<file path="src/rtl/i2c_slave_datapath.sv">
// rtl/i2c_slave_datapath.sv - I2C slave bit-level datapath (5-bit frames, MSB first)
// Optional general-call address support: define I2C_SLAVE_GENCALL_EN.
module i2c_slave_datapath #(
   parameter logic [3:0] SLAVE_ADDR = 4'hA,
   parameter logic [4:0] TX_RESET   = 5'h00
) (
   input  logic       clk1,
   input  logic       rst,
   input  logic       sda_in,
   input  logic [2:0] state,
   input  logic       rw,
   output logic [2:0] count,
   output logic [2:0] count_receive,
   output logic       ack,
   output logic       error_detected,
   output logic       master_read,
   output logic       sda_out,
   output logic       sda_oe,
   input  logic [4:0] tx_data,
   output logic [4:0] rx_data,
   output logic       rx_valid,
   output logic       gen_call
);

   localparam logic [2:0] ST_IDLE = 3'd0;
   localparam logic [2:0] ST_ADDR = 3'd3;
   localparam logic [2:0] ST_ACK1 = 3'd2;
   localparam logic [2:0] ST_DATA = 3'd6;
   localparam logic [2:0] ST_ACK2 = 3'd7;

   logic [2:0] count_q, count_d;
   logic [2:0] count_receive_q, count_receive_d;
   logic       ack_q, ack_d;
   logic       error_q, error_d;
   logic       master_read_q, master_read_d;
   logic [4:0] rx_data_q, rx_data_d;
   logic       rx_valid_q, rx_valid_d;
   logic [3:0] shift_q, shift_d;
   logic [4:0] tx_q, tx_d;
   logic       addr_last;

   // Address and write data share one 4-bit history; the 5th bit is taken live from sda_in.
   assign addr_last = (state == ST_ADDR) && (count_receive_q == 3'd4);

   always_comb begin
      count_d         = count_q;
      count_receive_d = count_receive_q;
      ack_d           = ack_q;
      error_d         = error_q;
      master_read_d   = master_read_q;
      rx_data_d       = rx_data_q;
      rx_valid_d      = 1'b0;
      shift_d         = shift_q;
      tx_d            = tx_q;
      case (state)
         ST_IDLE: begin
            count_d         = 3'd0;
            count_receive_d = 3'd0;
            ack_d           = 1'b0;
            error_d         = 1'b0;
            master_read_d   = 1'b0;
            shift_d         = 4'd0;
            tx_d            = TX_RESET;
         end
         ST_ADDR: begin
            shift_d         = {shift_q[2:0], sda_in};
            count_receive_d = count_receive_q + 3'd1;
            if (addr_last) begin
               master_read_d   = sda_in;
               count_receive_d = 3'd0;
`ifdef I2C_SLAVE_GENCALL_EN
               if (shift_q == 4'h0)
                  error_d = sda_in;
               else
                  error_d = (shift_q != SLAVE_ADDR);
`else
               error_d = (shift_q != SLAVE_ADDR);
`endif
            end
         end
         ST_ACK1: begin
            if (master_read_q && !error_q)
               tx_d = tx_data;
         end
         ST_DATA: begin
            if (master_read_q) begin
               tx_d    = {tx_q[3:0], 1'b0};
               count_d = (count_q == 3'd4) ? 3'd0 : count_q + 3'd1;
            end else begin
               shift_d         = {shift_q[2:0], sda_in};
               count_receive_d = count_receive_q + 3'd1;
               if (count_receive_q == 3'd4) begin
                  rx_data_d       = {shift_q, sda_in};
                  rx_valid_d      = 1'b1;
                  count_receive_d = 3'd0;
               end
            end
         end
         ST_ACK2: begin
            if (master_read_q)
               ack_d = ~sda_in;
         end
         default: ;
      endcase
   end

   always_ff @(posedge clk1) begin
      if (!rst) begin
         count_q         <= 3'd0;
         count_receive_q <= 3'd0;
         ack_q           <= 1'b0;
         error_q         <= 1'b0;
         master_read_q   <= 1'b0;
         rx_data_q       <= 5'd0;
         rx_valid_q      <= 1'b0;
         shift_q         <= 4'd0;
         tx_q            <= TX_RESET;
      end else begin
         count_q         <= count_d;
         count_receive_q <= count_receive_d;
         ack_q           <= ack_d;
         error_q         <= error_d;
         master_read_q   <= master_read_d;
         rx_data_q       <= rx_data_d;
         rx_valid_q      <= rx_valid_d;
         shift_q         <= shift_d;
         tx_q            <= tx_d;
      end
   end

`ifdef I2C_SLAVE_GENCALL_EN
   logic gen_call_q;
   always_ff @(posedge clk1) begin
      if (!rst || state == ST_IDLE)
         gen_call_q <= 1'b0;
      else if (addr_last)
         gen_call_q <= (shift_q == 4'h0) && !sda_in;
   end
   assign gen_call = gen_call_q;
`else
   assign gen_call = 1'b0;
`endif

   always_comb begin
      sda_out = 1'b1;
      if (!rw) begin
         case (state)
            ST_ACK1: sda_out = error_q;
            ST_DATA: sda_out = master_read_q ? tx_q[4] : 1'b1;
            ST_ACK2: sda_out = master_read_q;
            default: sda_out = 1'b1;
         endcase
      end
   end

   assign sda_oe         = ~rw;
   assign count          = count_q;
   assign count_receive  = count_receive_q;
   assign ack            = ack_q;
   assign error_detected = error_q;
   assign master_read    = master_read_q;
   assign rx_data        = rx_data_q;
   assign rx_valid       = rx_valid_q;

endmodule

</file>
<file path="config.mk">
export PLATFORM = sky130hd
export DESIGN_NAME = i2c_slave_datapath
export DESIGN_NICKNAME = d
export VERILOG_FILES = /design/src/rtl/i2c_slave_datapath.sv
export SDC_FILE = /design/constraint.sdc
export NUM_CORES = 1
export LEC_CHECK = 0
export ABC_CLOCK_PERIOD_IN_PS = 2000
export CAP_MARGIN = 20
export CORE_MARGIN = 8
export CORE_UTILIZATION = 42
export DETAILED_ROUTE_END_ITERATION = 12
export GPL_ROUTABILITY_DRIVEN = 0
export PLACE_DENSITY_LB_ADDON = 0.05
export SYNTH_ARGS = -nofsm -noshare
export SYNTH_HDL_FRONTEND = slang
export SYNTH_SLANG_ARGS = --single-unit
export TNS_END_PERCENT = 5
</file>
<file path="constraint.sdc">
create_clock -name clk1 -period 2 [get_ports clk1]
set_clock_uncertainty 0.1 [all_clocks]
set_input_delay 0.4 -clock clk1 [delete_from_list [all_inputs] [get_ports clk1]]
set_output_delay 0.4 -clock clk1 [all_outputs]
set_load 0.1 [all_outputs]
</file>
## Word level (Yosys, flattened, before mapping)

Cells that the tools add are included.

| operators by class | value |
|---|---|
| $add $sub $neg | 2 |
| eq/ne operators | 12 |
| multiplexer cells | 22 |
| bitwise logic cells | 5 |
| reductions and logical operators | 16 |

Operator list:

| cell | number |
|---|---|
| 3-bit two-way mux | 5 |
| 5-bit case mux with 3 select lines | 1 |
| 3-bit equality test (second input constant) | 4 |
| 4-bit case mux with 3 select lines | 1 |
| 5-bit two-way mux | 2 |
| 2-bit inequality test (second input constant) | 5 |
| 3-bit case mux with 3 select lines | 1 |
| 2-bit AND reduction | 4 |
| 3-bit by 1-bit adder with 3-bit output (second input constant) | 2 |
| 3-bit by 2-bit equality test with 1-bit output (second input constant) | 2 |
| 1-bit two-way mux | 6 |
| 1-bit case mux with 2 select lines | 3 |
| 3-bit case mux with 2 select lines | 1 |
| 3-bit AND reduction | 2 |
| 2-bit nonzero test | 3 |
| 3-bit nonzero test | 2 |
| 1-bit NOT | 5 |
| 4-bit two-way mux | 1 |
| 4-bit inequality test (second input constant) | 1 |
| 3-bit logical NOT | 1 |
| 1-bit case mux with 3 select lines | 1 |
| 3-bit OR reduction | 1 |
| 1-bit logical AND | 2 |
| 1-bit logical NOT | 1 |

| storage, ports and cells | value |
|---|---|
| flip-flop bits (word level) | 24 |
| output and inout bits | 18 |
| logic and storage cells | 66 |

## Depth between registers and ports, before layout

Gate-level depths: netlist (run 1).

| depth | value |
|---|---|
| depth after elaboration | 4 |
| depth in mapped cells | 6 |

## Worst setup path after synthesis (run 1)

No wires, ideal clock.

| timing | value |
|---|---|
| path type | reg2out |
| start | register master_read_q, in the netlist master_read |
| end | output port sda_out |
| arrival time | 2.444 ns |
| data required time | 1.500 ns |
| setup slack | -0.944 ns |
| stages on the path, launching flop included | 5 |
| buffers on the path | 1 |
| cells stage by stage | dfxtp_1 > buf_2 > mux2_2 > a21oi_1 > or3_1 |

| on the way | value |
|---|---|
| word-level cells in the longest chain between the ends | 3 |

Ends and longest elaborated chain:

| what | RTL line | text |
|---|---|---|
| start, declared | 35 | `logic master_read_q, master_read_d;` |
| start signal, assigned | 123 | `master_read_q <= master_read_d;` |
| 1-bit two-way mux | 149 | `ST_DATA: sda_out = master_read_q ? tx_q[4] : 1'b1;` |
| 1-bit case mux with 3 select lines * | 147 | `case (state)` |
| 1-bit two-way mux * | 146 | `if (!rw) begin` |
| end, declared | 17 | `output logic sda_out,` |

Every way passes the cells marked *; elsewhere a longest branch is shown, timed or not.

## Worst setup path in the final report (run 1)

| timing | value |
|---|---|
| start | register tx_q[4] |
| end | output port sda_out |

| on the way | value |
|---|---|
| word-level cells in the longest chain between the ends | 3 |

Ends and longest elaborated chain:

| what | RTL line | text |
|---|---|---|
| start, declared | 39 | `logic [4:0] tx_q, tx_d;` |
| start signal, assigned | 127 | `tx_q <= tx_d;` |
| 1-bit two-way mux | 149 |  |
| 1-bit case mux with 3 select lines | 147 |  |
| 1-bit two-way mux | 146 |  |

Every way passes these cells.

==> impl_metrics.env, run 1 <==
export IMPL_grt_max_degree=15
export IMPL_ant_nets=0
export IMPL_synth_commonest_cells="dfxtp_1, nor2b_1, mux2i_1"
export IMPL_ff2ff_path_depth=5
export IMPL_ys_seq_elements=24
export IMPL_initial_core_util_pct=42.9
export IMPL_max_cap_viol_count=0
export IMPL_vias=1185
export IMPL_yosys_top_cells_area="dfxtp_1, mux2i_1, nor2b_1"
export IMPL_synth_cell_types=43
export IMPL_power_density_mw_per_mm2=500
export IMPL_area_growth_pct=55.3
export IMPL_die_area_mm2=0.00503
export IMPL_cts_made_buffers=3
export IMPL_ir_worst_vdd_mv=0.301
export IMPL_synth_flop_cell="dfxtp_1"
export IMPL_antenna_cells=0
export IMPL_path_clk_slew_ns=0.15
export IMPL_die_h_um=70.9
export IMPL_synth_most_common_cell="dfxtp_1"
export IMPL_r2r_end="count_receive[1]"
export IMPL_crit_fanout=2
export IMPL_gr_usage_all_layers_pct=13.5
export IMPL_antenna_found_initial=0
export IMPL_postSynthCellCount=140
export IMPL_post_route_period_util_pct=98.8
export IMPL_first_pass_iters=4
export IMPL_grt_pass1_wl_mm=5.62
export IMPL_avgViaCountPerCell=5.31
export IMPL_boundaryPins=30
export IMPL_cp_arrival_ns=1.48
export IMPL_yosysTopAreaCell="dfxtp_1"
export IMPL_cts_buffer_depth=2
export IMPL_syn_num_nets=156
export IMPL_crit_path_start_kind="flop"
export IMPL_cts_tree="yes"
export IMPL_fin_crit_ns=1.98
export IMPL_setup_viol=0
export IMPL_final_setup_worst_slack_ns=0.0240
export IMPL_r2r_start="count_receive[0]"
export IMPL_post_dp_hpwl_mm=2.31
export IMPL_port_buffers=28
export IMPL_drive_gt1_share_pct=33.7
export IMPL_totalWireLength_mm=3.17
export IMPL_synth_top_cell_area_share_pct=37.9
export IMPL_worst_ep_required_time_ns=1.50
export IMPL_drtIter0Drc=52
export IMPL_total_power_mw=0.983
export IMPL_rows=20
export IMPL_critPathCaptureType="output port"
export IMPL_rsz0062_at_grt="yes"
export IMPL_p_leak_nw=0.767
export IMPL_avgRoutedWirePerCell_um=14.2
export IMPL_postSynthAreaPerCell_um2=9.04
export IMPL_async_flop_share_pct=0
export IMPL_coreArea_mm2=0.00295
export IMPL_critical_path_class="reg2out"
export IMPL_hold_ws_ns=0.392
export IMPL_cts_root_buf="clkbuf_4"
export IMPL_cts_sinks=24
export IMPL_finalHoldViolations=0
export IMPL_grt_overflow=0
export IMPL_status="finished clean"
export IMPL_drv_slew=0
export IMPL_ys_seq_area_share_pct=37.9
export IMPL_crit_path_end="sda_out"
export IMPL_nNetsFinal=207
export IMPL_clock_tree_htree_level_count=1
export IMPL_clk_latency_ns=0.32
export IMPL_post_place_ws_ns=-0.330
export IMPL_setup_worst_path_start="tx_q[4]"
export IMPL_die_x_um=70.9
export IMPL_ys_warn_count=0
export IMPL_rrSetupSlack_ns=0.26
export IMPL_drc=0
export IMPL_hold_class="reg2reg"
export IMPL_grt_pass1_vias=1262
export IMPL_synth_cell_area_mm2=0.00127
export IMPL_synth_edf_count=0
export IMPL_fmaxAchievable_mhz=506
-- where the power goes --
part / total, mW / leakage [nW] / internal, mW / switching, mW
Combinational: 0.185 / 0.545 / 0.0913 / 0.0941
Sequential: 0.483 / 0.196 / 0.480 / 0.00339
Clock: 0.314 / 0.0261 / 0.153 / 0.161
-- worst min path at each step --
stage | cells after the start | from | end | slack, ns
CTS | 2 | tx_q[4] | tx_q[4] | 0.38
detailed placement | 2 | tx_q[2] | tx_q[2] | 0.37
finish | 2 | tx_q[2] | tx_q[2] | 0.39
floorplan | 2 | tx_q[1] | tx_q[1] | 0.35
global route | 2 | tx_q[4] | tx_q[4] | 0.41
global placement | 2 | tx_q[3] | tx_q[3] | 0.36
-- cells by family (layout without fill, tap and decap cells) --
| family | Yosys count | count (layout) | share of synthesized area, % |
|---|---|---|---|
| xor gates and xnor gates | 1 | 1 | 0.692 |
| DFF | 24 | 24 | 37.9 |
| buffers and inverters | 21 | 71 | 8.00 |
| other | 1 | 1 | 0.296 |
| and+or+nand+nor | 48 | 48 | 23.5 |
| muxes | 12 | 12 | 9.59 |
| adders and majority gates | 4 | 4 | 3.95 |
| AOI/OAI and AO/OA | 29 | 29 | 16.0 |
-- flip-flops by register name, summed over array words and instances, names as in the netlist --
| signal | flops |
|---|---|
| error_detected | 1 |
| rx_data | 5 |
| ack | 1 |
| shift_q | 4 |
| tx_q | 5 |
| count_receive | 3 |
| master_read | 1 |
| count | 3 |
| rx_valid | 1 |
-- metrics by stage --
step	cell area [µm²]	setup TNS, ns	cells	util (%)
2_1_floorplan	1270	-0.382	140	-
4_1_cts	1960	0	223	66.5
3_3_place_gp	1850	-3.21	212	62.7
5_1_grt	1970	-0.0221	223	66.6
6_report	1970	0	223	66.6
3_5_place_dp	1850	-4.11	212	62.7
-- cell usage in the layout, fill, tap and decap left out, drive strengths merged, types with 5 or more instances in the layout --
cell type / n
buf: 46
dfxtp: 24
nor2b: 13
mux2i: 11
inv: 11
clkdlybuf4s50: 8
nand2: 7
a21oi: 5
-- worst max-delay path, stage by stage (launching register included) --
cell and delay, ns:
dfxtp_2 0.36, nor2_2 0.08, mux2_4 0.15, a21oi_2 0.05
or3_4 0.34, buf_12 0.17
-- layout make-up --
type / count / area [µm²]
clock buffers: 4 / 47.5
flip-flops and latches: 24 / 488
fillers: 233 / 986
repair buffers: 56 / 644
multi-input cells: 95 / 704
well taps: 33 / 41.3
inverters: 11 / 41.3
-- metal layers --
| metal | global-route usage [%] | share of wire [%] | vias up |
|---|---|---|---|
| met5 | 0 | 0 | - |
| met4 | 3.70 | 0.47 | 0 |
| met3 | 3.95 | 5.6 | 2 |
| met2 | 23.7 | 48 | 22 |
| met1 | 15.5 | 46 | 569 |
| li1 | - | - | 592 |
-- timing repair --
action | in CTS | in global routing
endpoints found under the hold margin | 0 | 0
hold buffers | 0 | 0
pin swaps | 1 | 1
buffers inserted | 7 | 0
setup endpoints to repair | 1 | 1
resized for setup | 9 | 4
Note: power is estimated with default switching activity, not from simulation.
==> run 2: changes to the inputs <==
CORE_UTILIZATION = 49   (was 42)
==> run 2 against run 1 <==
  * Routed wire length up 1.2%
  * Hold slack got worse by 0.0066 ns
  * Sequential share of layout area is 1.1 points higher
  * Die area down 11%
  * Largest cell class unchanged
  * First-iteration DRC count down 7.7%
  * Via count fell by 3.8%
==> impl_metrics.env, run 2 (synthesized netlist as in run 1, its figures left out) <==
export IMPL_r2r_start="count_receive[0]"
export IMPL_drtIter0Drc=48
export IMPL_rsz0062_at_grt="yes"
export IMPL_gr_usage_all_layers_pct=15.3
export IMPL_fin_crit_ns=1.98
export IMPL_layout_common_cells="dfxtp_1, buf_4, buf_12, nor2b_1, mux2i_1"
export IMPL_fill_cells=181
export IMPL_clock_tree_htree_level_count=1
export IMPL_initial_core_util_pct=51.6
export IMPL_final_setup_worst_slack_ns=0.0198
export IMPL_finalHoldViolations=0
export IMPL_cts_root_buf="clkbuf_4"
export IMPL_totalWireLength_mm=3.21
export IMPL_hold_buffers=0
export IMPL_setup_viol=0
export IMPL_multi_input_area_um2=701
export IMPL_cp_slowest_cell="dfxtp_2"
export IMPL_worst_ep_required_time_ns=1.50
export IMPL_boundaryPins=30
export IMPL_cp_num_buf_inv=1
export IMPL_cts_tree="yes"
export IMPL_worstHoldStart="tx_q[2]"
export IMPL_post_cts_buffers=0
export IMPL_die_x_um=66.8
export IMPL_ant_nets=0
export IMPL_cp_arrival_ns=1.48
export IMPL_post_route_period_util_pct=99.0
export IMPL_avgRoutedWirePerCell_um=15.2
export IMPL_critical_path_class="reg2out"
export IMPL_drv_slew=0
export IMPL_final_area_mm2=0.00189
export IMPL_hold_class="reg2reg"
export IMPL_ir_worst_vdd_mv=0.568
export IMPL_cts_made_buffers=3
export IMPL_max_cap_viol_count=0
export IMPL_first_pass_iters=4
export IMPL_fmaxAchievable_mhz=505
export IMPL_post_dp_hpwl_mm=2.46
export IMPL_die_area_mm2=0.00447
export IMPL_crit_family="simple AND/OR/NAND/NOR gates"
export IMPL_cts_sinks=24
export IMPL_finalSetupTns_ns=0
export IMPL_grt_pass1_vias=1182
export IMPL_total_power_mw=0.919
export IMPL_drc=0
export IMPL_final_core_util_pct=76.9
export IMPL_grt_max_degree=23
export IMPL_rows=18
export IMPL_cts_buffer_depth=2
export IMPL_clk_latency_ns=0.32
export IMPL_whs_endpoint="tx_q[2]"
export IMPL_power_density_mw_per_mm2=487
export IMPL_rrSetupSlack_ns=0.25
export IMPL_crit_path_start_kind="flop"
export IMPL_critPathCaptureType="output port"
export IMPL_nNetsFinal=198
export IMPL_grt_overflow=0
export IMPL_r2r_end="count_receive[1]"
export IMPL_max_stage_delay_ns=0.35
export IMPL_seqCellArea_um2=488
export IMPL_antenna_found_initial=0
export IMPL_antenna_cells=0
export IMPL_worstPathCellList="nor2_2, mux2_4, a21oi_1, or3_4, buf_12"
export IMPL_avgViaCountPerCell=5.40
export IMPL_p_leak_nw=0.715
export IMPL_port_buffers=28
export IMPL_status="finished clean"
export IMPL_drive_gt1_share_pct=29.8
export IMPL_area_growth_pct=49.0
export IMPL_crit_fanout=2
export IMPL_hold_ws_ns=0.386
export IMPL_die_h_um=66.8
export IMPL_ff2ff_path_depth=5
export IMPL_final_common_cell="dfxtp_1"
export IMPL_final_instance_count_excl_fill=211
export IMPL_dp_cells=207
export IMPL_coreArea_mm2=0.00245
export IMPL_vias=1140
export IMPL_post_place_ws_ns=-0.368
export IMPL_placed_area_mm2=0.00183
export IMPL_holdPathStages=2
export IMPL_grt_pass1_wl_mm=5.39
export IMPL_path_clk_slew_ns=0.14
## run 2: cell types whose count changed in the layout (fill, tap and decap cells not counted), sizes merged
cell           delta
buf              -10
clkdlybuf4s15     +1
## run 2: cell type report
type | count | area share (%)
Multi-Input combinational cell | 95 | 37.1
Inverter | 11 | 2.19
Clock buffer | 4 | 1.92
Tap cell | 30 | 1.99
Sequential cell | 24 | 25.9
Timing Repair Buffer | 47 | 30.9
## run 2: what timing repair did
action                     4_1_cts  5_1_grt
resized for setup               11        0
pin swaps                        1        1
setup endpoints to repair        1        1
## run 2: worst reg2reg max path: stages, from the launching register on
cell	delay (ns)
dfxtp_2	0.41
inv_1	0.06
ha_1	0.23
a221o_1	0.39
or3b_1	0.36
a21boi_1	0.15
## run 2: how the worst max path moves through the flow
stage,from,end,slack [ns],cells past startpoint
2_1_floorplan,error_detected,sda_out,-0.22,3
6_report,tx_q[4],sda_out,0.02,5
3_5_place_dp,state[0],sda_out,-0.37,6
3_3_place_gp,state[0],sda_out,-0.29,6
5_1_grt,tx_q[4],sda_out,-0.03,5
4_1_cts,tx_q[4],sda_out,0.01,5
## run 2: layer usage
layer	routed length, µm	up-vias	track usage, %
met4	27	0	5.87
met1	1490	530	18.3
met5	0	-	0
met2	1560	32	25.7
met3	128	4	3.52
li1	-	574	-
## run 2: where the power goes
| part | switching, mW | leakage (nW) | internal, mW |
|---|---|---|---|
| clock network | 0.153 | 0.0210 | 0.111 |
| registers | 0.00336 | 0.196 | 0.480 |
| logic | 0.0919 | 0.499 | 0.0798 |
| total | 0.248 | 0.715 | 0.671 |
==> run 3: changes to the inputs <==
REMOVE_ABC_BUFFERS = 1   (was not set)
==> run 3 against run 2 <==
  * Sequential share of layout area fell by 0.17 points
  * Global-route usage shrank 1.7 points
  * Combinational power barely moved
==> impl_metrics.env, run 3 (synthesized netlist as in run 1, its figures left out) <==
export IMPL_cts_sinks=24
export IMPL_ant_nets=0
export IMPL_coreArea_mm2=0.00245
export IMPL_ff2ff_path_depth=5
export IMPL_met2_usage_pct=23.3
export IMPL_hold_class="reg2reg"
export IMPL_die_area_mm2=0.00447
export IMPL_avgRoutedWirePerCell_um=14.4
export IMPL_crit_fanout=2
export IMPL_grt_max_degree=22
export IMPL_crit_path_start_kind="flop"
export IMPL_ir_worst_vdd_mv=0.513
export IMPL_status="finished clean"
export IMPL_max_cap_viol_count=0
export IMPL_whs_endpoint="tx_q[4]"
export IMPL_first_pass_iters=4
export IMPL_grt_pass1_wl_mm=4.87
export IMPL_critical_path_class="reg2out"
export IMPL_finalHoldViolations=0
export IMPL_cts_tree="yes"
export IMPL_cts_made_buffers=3
export IMPL_grtUsageMet1_pct=15.4
export IMPL_initial_core_util_pct=51.6
export IMPL_rrSetupSlack_ns=0.25
export IMPL_antenna_cells=0
export IMPL_worst_ep_required_time_ns=1.50
export IMPL_path_clk_slew_ns=0.13
export IMPL_nNetsFinal=199
export IMPL_total_power_mw=1.01
export IMPL_holdPathStages=2
export IMPL_port_buffers=28
export IMPL_gr_usage_all_layers_pct=13.6
export IMPL_clock_tree_htree_level_count=1
export IMPL_die_h_um=66.8
export IMPL_worstHoldStart="tx_q[4]"
export IMPL_post_route_period_util_pct=98.8
export IMPL_antenna_found_initial=0
export IMPL_clk_latency_ns=0.32
export IMPL_drv_slew=0
export IMPL_post_dp_hpwl_mm=2.23
export IMPL_layout_common_cells="buf_4, dfxtp_1, buf_12, nor2b_1, mux2i_1"
export IMPL_grt_pass1_vias=1097
export IMPL_die_x_um=66.8
export IMPL_final_setup_worst_slack_ns=0.0238
export IMPL_use_met3_pct=3.86
export IMPL_max_stage_delay_ns=0.34
export IMPL_drtIter0Drc=68
export IMPL_worstPathCellList="nor2_1, mux2_4, a21oi_2, or3_4, buf_12"
export IMPL_r2r_end="count_receive[1]"
export IMPL_setup_viol=0
export IMPL_cts_buffer_depth=2
export IMPL_rows=18
export IMPL_drive_gt1_share_pct=29.7
export IMPL_fmaxAchievable_mhz=506
export IMPL_boundaryPins=30
export IMPL_rsz0062_at_grt="yes"
export IMPL_drc=0
export IMPL_vias=1157
export IMPL_grt_overflow=0
export IMPL_cts_root_buf="clkbuf_4"
export IMPL_final_common_cell="buf_4"
export IMPL_fin_crit_ns=1.98
export IMPL_totalWireLength_mm=3.05
export IMPL_area_growth_pct=49.6
export IMPL_avgViaCountPerCell=5.46
export IMPL_critPathCaptureType="output port"
export IMPL_p_leak_nw=0.725
export IMPL_top_usage_layer="met2"
export IMPL_cp_arrival_ns=1.48
export IMPL_r2r_start="count_receive[1]"
export IMPL_post_place_ws_ns=-0.251
export IMPL_cp_slowest_cell="dfxtp_2"
export IMPL_power_density_mw_per_mm2=535
## run 3: where the power goes
group / switching, mW / leakage [nW] / internal [mW]
Combinational: 0.0923 / 0.502 / 0.0803
Sequential: 0.00245 / 0.195 / 0.480
Clock: 0.156 / 0.0279 / 0.203
Total: 0.251 / 0.725 / 0.763
## run 3: area by class of cell
cell class | count | area [µm²]
Clock buffer | 3 | 22.5
Timing Repair Buffer | 48 | 568
Multi-Input combinational cell | 95 | 708
Tap cell | 30 | 37.5
Fill cell | 149 | 561
Inverter | 11 | 41.3
Sequential cell | 24 | 487
Clock inverter | 1 | 30.0
## run 3: worst max-delay path by stage
stage	from	to	slack, ns	depth (start not counted)
6_report	tx_q[4]	sda_out	0.02	5
3_3_place_gp	state[0]	sda_out	-0.21	6
2_1_floorplan	master_read	sda_out	-0.85	3
5_1_grt	tx_q[4]	sda_out	-0.04	5
3_5_place_dp	state[2]	tx_q[2]	-0.25	7
4_1_cts	error_detected	sda_out	0.006	4
## run 3: what timing repair did
action / 4_1_cts / 5_1_grt
cloned: 0 / 0
resized for setup: 9 / 5
hold buffers: 0 / 0
buffers inserted: 0 / 1
pin swaps: 0 / 2
setup endpoints to repair: 1 / 1
## run 3: through the flow
stage / instances / util (%) / instance area (µm²) / setup TNS [ns] / hold slack [ns]
2_1_floorplan: 130 / - / 1210 / -1.79 / 0.352
5_1_grt: 212 / 77.2 / 1890 / -0.0407 / 0.417
3_3_place_gp: 207 / 73.8 / 1810 / -2.47 / 0.361
4_1_cts: 211 / 76.7 / 1880 / 0 / 0.387
3_5_place_dp: 207 / 73.8 / 1810 / -2.99 / 0.368
6_report: 212 / 77.2 / 1890 / 0 / 0.389
## run 3: worst max-delay path, delay by kind of cell, from the launching register on
family          cells  cell delay, ns
compound gates      1            0.05
buf+inv             1            0.17
flops               1            0.34
mux                 1            0.16
simple gates        2            0.43
## run 3: routing by layer
metal / vias up / part of all wire (%)
met5: - / 0
met2: 20 / 49
met1: 557 / 44
li1: 576 / -
met4: 0 / 1.2
met3: 4 / 5.3
